`src/rtl/crack_scheduler.sv`:
```
// crack_scheduler: sweeps RC4 keys 0..MAX_KEY across NUM_CORES crack cores
// and reports the smallest key whose core flagged a printable plaintext.
//
// Ports:
//   clk, rst        clock, synchronous active-high reset
//   en / rdy        task start pulse (honoured while rdy=1) / idle flag
//   key, key_valid  smallest hitting key of the last sweep
//   core_en         per-core one-cycle start pulse
//   core_key        per-core key, slice i = core i, held until completion
//   core_rdy        per-core idle flag
//   core_hit        per-core result, sampled on the completion cycle
module crack_scheduler #(
  parameter int unsigned NUM_CORES = 2,
  parameter int unsigned KEY_WIDTH = 24,
  parameter logic [KEY_WIDTH-1:0] MAX_KEY = {KEY_WIDTH{1'b1}}
) (
  input  logic                           clk,
  input  logic                           rst,
  input  logic                           en,
  output logic                           rdy,
  output logic [KEY_WIDTH-1:0]           key,
  output logic                           key_valid,
  output logic [NUM_CORES-1:0]           core_en,
  output logic [NUM_CORES*KEY_WIDTH-1:0] core_key,
  input  logic [NUM_CORES-1:0]           core_rdy,
  input  logic [NUM_CORES-1:0]           core_hit
);

  localparam logic [1:0] S_IDLE  = 2'd0;
  localparam logic [1:0] S_RUN   = 2'd1;
  localparam logic [1:0] S_DRAIN = 2'd2;

  localparam logic [1:0] C_IDLE   = 2'd0;
  localparam logic [1:0] C_LAUNCH = 2'd1;
  localparam logic [1:0] C_WLO    = 2'd2;
  localparam logic [1:0] C_WHI    = 2'd3;

  logic [1:0]           state_q, state_d;
  logic                 rdy_q, rdy_d;
  logic [KEY_WIDTH-1:0] key_q, key_d;
  logic                 kv_q, kv_d;
  logic [KEY_WIDTH-1:0] cnt_q, cnt_d;
  logic                 exh_q, exh_d;
  logic [NUM_CORES-1:0] cen_q, cen_d;
  logic [1:0]           slot_q [NUM_CORES];
  logic [1:0]           slot_d [NUM_CORES];
  logic [KEY_WIDTH-1:0] ckey_q [NUM_CORES];
  logic [KEY_WIDTH-1:0] ckey_d [NUM_CORES];

  logic [NUM_CORES-1:0] done;
  logic [NUM_CORES-1:0] hit;
  logic                 hit_any;
  logic [KEY_WIDTH-1:0] hit_min;
  logic                 found;
  logic                 all_idle;

  // Completions this cycle and the min of their hits with the stored key.
  always_comb begin
    done    = '0;
    hit     = '0;
    for (int i = 0; i < NUM_CORES; i++) begin
      done[i] = (slot_q[i] == C_WHI) && core_rdy[i];
      hit[i]  = done[i] && core_hit[i];
    end
    hit_any = |hit;
    hit_min = kv_q ? key_q : '1;
    for (int i = 0; i < NUM_CORES; i++) begin
      if (hit[i] && (ckey_q[i] < hit_min)) hit_min = ckey_q[i];
    end
  end

  always_comb begin
    state_d  = state_q;
    rdy_d    = rdy_q;
    key_d    = key_q;
    kv_d     = kv_q;
    cnt_d    = cnt_q;
    exh_d    = exh_q;
    cen_d    = '0;
    found    = 1'b0;
    all_idle = 1'b1;
    slot_d   = slot_q;
    ckey_d   = ckey_q;

    for (int i = 0; i < NUM_CORES; i++) begin
      case (slot_q[i])
        C_LAUNCH: slot_d[i] = C_WLO;
        C_WLO:    if (!core_rdy[i]) slot_d[i] = C_WHI;
        C_WHI:    if (core_rdy[i]) slot_d[i] = C_IDLE;
        default:  slot_d[i] = slot_q[i];
      endcase
    end

    if (hit_any) begin
      key_d = hit_min;
      kv_d  = 1'b1;
    end

    // Issuing stops on the cycle the first hit is seen.
    if ((state_q == S_RUN) && !hit_any && !exh_q) begin
      for (int i = 0; i < NUM_CORES; i++) begin
        if (!found && (slot_q[i] == C_IDLE) && core_rdy[i]) begin
          found     = 1'b1;
          slot_d[i] = C_LAUNCH;
          cen_d[i]  = 1'b1;
          ckey_d[i] = cnt_q;
          if (cnt_q == MAX_KEY) exh_d = 1'b1;
          else cnt_d = cnt_q + KEY_WIDTH'(1);
        end
      end
    end

    for (int i = 0; i < NUM_CORES; i++) begin
      if (slot_d[i] != C_IDLE) all_idle = 1'b0;
    end

    // all_idle looks at next-state slots so rdy rises one cycle
    // after the last completion.
    case (state_q)
      S_IDLE: begin
        if (en) begin
          state_d = S_RUN;
          rdy_d   = 1'b0;
          kv_d    = 1'b0;
          key_d   = '0;
          cnt_d   = '0;
          exh_d   = 1'b0;
        end
      end
      S_RUN: begin
        if (hit_any || exh_d) begin
          state_d = all_idle ? S_IDLE : S_DRAIN;
          rdy_d   = all_idle;
        end
      end
      S_DRAIN: begin
        if (all_idle) begin
          state_d = S_IDLE;
          rdy_d   = 1'b1;
        end
      end
      default: begin
        state_d = S_IDLE;
        rdy_d   = 1'b1;
      end
    endcase
  end

  always_ff @(posedge clk) begin
    if (rst) begin
      state_q <= S_IDLE;
      rdy_q   <= 1'b1;
      key_q   <= '0;
      kv_q    <= 1'b0;
      cnt_q   <= '0;
      exh_q   <= 1'b0;
      cen_q   <= '0;
      for (int i = 0; i < NUM_CORES; i++) begin
        slot_q[i] <= C_IDLE;
        ckey_q[i] <= '0;
      end
    end else begin
      state_q <= state_d;
      rdy_q   <= rdy_d;
      key_q   <= key_d;
      kv_q    <= kv_d;
      cnt_q   <= cnt_d;
      exh_q   <= exh_d;
      cen_q   <= cen_d;
      for (int i = 0; i < NUM_CORES; i++) begin
        slot_q[i] <= slot_d[i];
        ckey_q[i] <= ckey_d[i];
      end
    end
  end

  assign rdy       = rdy_q;
  assign key       = key_q;
  assign key_valid = kv_q;
  assign core_en   = cen_q;

  for (genvar g = 0; g < NUM_CORES; g++) begin : g_key
    assign core_key[g*KEY_WIDTH +: KEY_WIDTH] = ckey_q[g];
  end

endmodule

```
`config.mk`:
```
export PLATFORM = sky130hd
export DESIGN_NAME = crack_scheduler
export DESIGN_NICKNAME = d
export VERILOG_FILES = /design/src/rtl/crack_scheduler.sv
export SDC_FILE = /design/constraint.sdc
export NUM_CORES = 1
export LEC_CHECK = 0
export CORE_MARGIN = 5
export CORE_UTILIZATION = 60
export DETAILED_ROUTE_END_ITERATION = 8
export PLACE_DENSITY_LB_ADDON = 0.05
export SYNTH_ARGS = -nofsm -noshare
export SYNTH_HDL_FRONTEND = slang
export SYNTH_SLANG_ARGS = --single-unit
```
`constraint.sdc`:
```
create_clock -name clk -period 9.6 [get_ports clk]
set_input_delay 1.44 -clock clk [delete_from_list [all_inputs] [get_ports clk]]
set_output_delay 1.44 -clock clk [all_outputs]
set_load 0.005 [all_outputs]
```
======== Word level (Yosys, flattened, before mapping) ========
Cells that the tools add are included.
operators by class
  eq/ne operators ......................... 12
  order comparisons ....................... 2
  mux-type cells .......................... 46
  reductions and logical operators ........ 25
  bitwise operators ....................... 1
  add/sub/neg operators ................... 1
operators by type and width
  operator                                                                 count
  24-bit two-way mux                                                       13
  24-bit less-than comparator                                              2
  24-bit by 1-bit adder with 24-bit output, second input constant          1
  24-bit equality test, second input constant                              1
  2-bit two-way mux                                                        10
  1-bit two-way mux                                                        18
  2-bit case mux with 3 select lines                                       3
  1-bit logical AND                                                        11
  2-bit equality test, second input constant                               5
  2-bit by 1-bit equality test with 1-bit output, second input constant    3
  2-bit zero test                                                          3
  4-bit two-way mux                                                        1
  2-bit inequality test, second input constant                             2
  2-bit AND reduction                                                      2
  2-bit nonzero test                                                       2
  2-bit OR reduction                                                       2
  1-bit zero test                                                          3
  1-bit case mux with 3 select lines                                       1
  3-bit AND reduction                                                      1
  2-bit by 1-bit inequality test with 1-bit output, second input constant  1
  1-bit logical OR                                                         1
  1-bit inverter                                                           1
word-level totals
  flip-flop bits (word level) ............. 107
  output and inout port bits .............. 76

======== Longest topological paths before layout ========
  depth after elaboration ................. 19
  gate-level depth with buffers ........... 20
  mapped depth without buffers ............ 17

======== Worst setup path after synthesis ========
OpenSTA, ideal clock, no wires.
  path type ............................... register -> register
  from .................................... register kv_q (netlist: key_valid)
  to ...................................... register key_q[10] (netlist: key[10])
  library setup time ...................... 0.115 ns
  buffers on the path ..................... 3
  stages on the path, launching flop included .. 21
  path slack .............................. 5.010 ns
  required time ........................... 9.485 ns
  clock period less this slack ............ 4.590 ns
  data arrival time ....................... 4.475 ns
  cell sequence ........................... dfxtp_1 > clkbuf_1 > nor2b_1 > ha_1 > nand3_1 > o21bai_1 > or4_4 > a211o_1 > nand3_1 > clkbuf_1 > o21ai_0 > ha_1 > nand3_1 > nor2_1 > nand4_1 > or4_1 > nor2_1 > o31a_2 > clkbuf_2 > o21ai_0 > o21a_1
between the ends
  cells in the longest elaborated chain, start to end .. 10
ends and longest elaborated chain
  what                         RTL line  RTL
  from (decl)                  41        logic kv_q, kv_d;
  from (signal assigned)       166       kv_q <= kv_d;
  24-bit two-way mux *         66        hit_min = kv_q ? key_q : '1;
  24-bit less-than comparator  68        if (hit[i] && (ckey_q[i] < hit_min)) hit_min = ckey_q[i];
  1-bit logical AND            68
  24-bit two-way mux *         68
  24-bit less-than comparator  68
  1-bit logical AND            68
  24-bit two-way mux *         68
  24-bit two-way mux *         94        if (hit_any) begin
  24-bit two-way mux           121       if (en) begin
  24-bit two-way mux *         119       case (state_q)
  to (signal assigned)         165       key_q <= key_d;
  to (decl)                    40        logic [KEY_WIDTH-1:0] key_q, key_d;
Every way passes the cells marked *; elsewhere a longest branch is shown, timed or not.
A chain may end at the register's enable or synchronous reset.

======== Final worst setup path ========
  from .................................... register kv_q (netlist: key_valid)
  to ...................................... register key_q[22] (netlist: key[22])
The elaborated chain is that of the path after synthesis.

==> results.toml <==
[outcome]
status = "completed"

[global_routing]
grt_overflow = 0
grt_pass1_vias = 5524
grt_max_degree = 59
antenna_found_initial = 0
grt_pass1_wl_mm = 26.86
track_usage_pct = 28.28

[place]
post_dp_cell_area_mm2 = 0.006838
placedCellCount = 926
gp_congestion = 0.8645
port-buffer-count = 82
dpl.hpwl_mm = 11.68

[sta]
setup_tns_ns = 0
setup_violations = 0
clock.fmax_mhz = 168.6
fin_crit_ns = 5.932
max_slew_margin_pct = 24.29
hold_viol = 0
finalCritPeriodShare_pct = 61.80
tightest_slew_ns = 1.136
rsz0062_at_grt = "no"
skew_ns = 0.009888
drv_slew = 0

[clock_tree]
cts_root_buf = "clkbuf_8"
cts.sinks = 107
cts_inserted_buffers = 9
clockBufferDepth = 2
path_clk_slew_ns = 0.10
cts_tree = "done"
cts_setup_buffers = 0
insertion_delay_ns = 0.39
cts_resized = 0
htree_levels = 3
cts_hold_buf = 0

[yosys]
yosys_warnings = 0
synth_cell_types = 54
synth.most_common_cell = "nor2_1"
synth_seq_cells = 107
synthMuxAreaShare_pct = 4.188
synthXorXnorAreaFrac_pct = 2.333
yosys.area.top_type = "dfxtp_1"
async_flop_share_pct = 0
synth_fa_ha_area_share_pct = 9.375
syn_nets = 805
yosys.area.top_type_share_pct = 35.67
synth_common_cells = "nor2_1 (109), dfxtp_1 (107), nand2_1 (88)"
synth_cells = 753
synth_top_family_by_area = "compound AO/OA/AOI/OAI gates"
synth.avg_cell_area_um2 = 7.976
syn_area_mm2 = 0.006006
synth_compound_area_share_pct = 22.52
synth-simple-area-share_pct = 22.50
seq_area_frac_synth_pct = 35.67
synth_edf_count = 0
ys.flop_type = "dfxtp_1"
synth.top_cells.by_area = "dfxtp_1 (36%), ha_1 (9.4%), nor2_1 (6.8%)"

[min_path]
min_delay_path_depth = 2
hp-class = "flop to flop"

[finish]
diodes = 0
nets = 856
drive_gt1_share_pct = 3.960
syn_to_final_growth_pct = 16.79
final_core_util_pct = 71.76
num-fill-cells = 831
final_area_mm2 = 0.007014
final_cells = 941

[power_and_ir_drop]
p_leak_nw = 2.773
sw_frac_of_total_pct = 25.34
p_per_area_mw_per_mm2 = 107.8
clkPwrFrac_pct = 34.7
internal_power_w = 0.0005644
pwr-share-comb_pct = 5.8
power_switching_w = 0.0001916
seqPwrFrac_pct = 59.5
peakVddDrop_mv = 0.1053

[detailed_routing]
viasPerCell = 6.091
drc = 0
vias = 5732
wl_per_cell_um = 17.54
ant_nets = 0
drt_iter0_drc = 445
routed_wl_mm = 16.50
dr.pass1.iters = 5

[setup_path]
worstSetupPathType = "flop to flop"
required_ns = 9.89
r2r_cells = 17
crit_fanout = 26
start_kind = "flop"
end_kind = "flop"
cp.arrival_ns = 6.22

[floorplanning]
start_util_pct = 61.44
placementRows = 36
die-area_mm2 = 0.01211
core_mm2 = 0.009774
die_w_um = 110.0
dieHeight_um = 110.0
io_pins = 83

[job]
maxCapViolCount = 0
registers in the layout, indices dropped and copies added (netlist names):
signal     count
cnt_q         24
core_en        2
core_key      48
exh_q          1
key           24
key_valid      1
rdy            1
slot_q         4
state_q        2
area by class of cell:
cell class / count / area [µm²] / area share [%]
clock inverters: 4 / 35.03 / 0.4995
inverters: 5 / 18.77 / 0.2676
well taps: 133 / 166.4 / 2.372
flip-flops and latches: 107 / 2142 / 30.54
clock buffers: 11 / 141.4 / 2.016
multi-input cells: 595 / 3665 / 52.25
repair buffers: 86 / 845.8 / 12.06
critical path: stages, from the launching register on:
cell and delay (ns):
dfxtp_1 0.92, nor2b_1 0.29, ha_1 0.27, a21o_1 0.16, a21oi_1 0.17, o31ai_1 0.11
o21ai_0 0.44, nand3_1 0.72, o21ai_0 0.54, ha_1 0.20, nand3_1 0.10, nor2_1 0.11
nand4_1 0.14, or4_1 0.54, nor2_1 0.23, o31a_2 0.52, o21ai_0 0.18, o21a_1 0.20
final timing paths:
kind	startpoint	slack [ns]	endpoint
max reg2reg	key_valid	3.67	key[22]
max	key_valid	3.67	key[22]
min reg2reg	core_key[32]	0.51	core_key[32]
min	core_key[32]	0.51	core_key[32]
power groups by stage:
stage	Combinational [W]	Sequential [W]	Clock, W
2_1_floorplan	0.0000302	0.000460	0
3_3_place_gp	0.0000428	0.000460	0
3_5_place_dp	0.0000439	0.000460	0
4_1_cts	0.0000440	0.000450	0.000267
5_1_grt	0.0000477	0.000450	0.000286
6_report	0.0000440	0.000450	0.000262
metal layers:
metal / vias to the layer above / GRT usage, % / wire (µm)
li1: 2753 / - / -
met1: 2723 / 35.72 / 7129
met2: 222 / 47.70 / 7733
met3: 34 / 6.989 / 1369
met4: 0 / 8.370 / 269
met5: - / 0 / 0
cells in the final DEF, fill, tap and decap left out, types with 6 or more instances in the layout:
master and instances:
o21ai_0 60, nand4_1 11, nand3_1 16, o21a_1 26, clkdlybuf4s50_1 81, clkbuf_8 10
and4_1 6, nand2_1 88, ha_1 45, o31ai_1 24, nor2b_1 26, a21o_1 8
xor2_1 10, or3_1 8, mux2i_1 24, nor2_1 109, a21oi_1 73, dfxtp_1 107
xnor2_1 6
logic make-up after synthesis:
logic type,after synthesis
and+or+nand+nor,293
AOI/OAI and AO/OA,216
DFF,107
buffers and inverters,51
adders and majority gates,45
muxes,25
xor gates and xnor gates,16
per-stage QoR:
step / total power [W] / setup WS, ns / hold WS (ns)
2_1_floorplan: 0.0004897 / 5.010 / 0.4547
3_3_place_gp: 0.0005026 / 3.660 / 0.4731
3_5_place_dp: 0.0005040 / 3.480 / 0.4931
4_1_cts: 0.0007607 / 3.731 / 0.5066
5_1_grt: 0.0007845 / 3.271 / 0.5323
6_report: 0.0007560 / 3.668 / 0.5071
No activity file was read; power rests on OpenSTA's default activity.
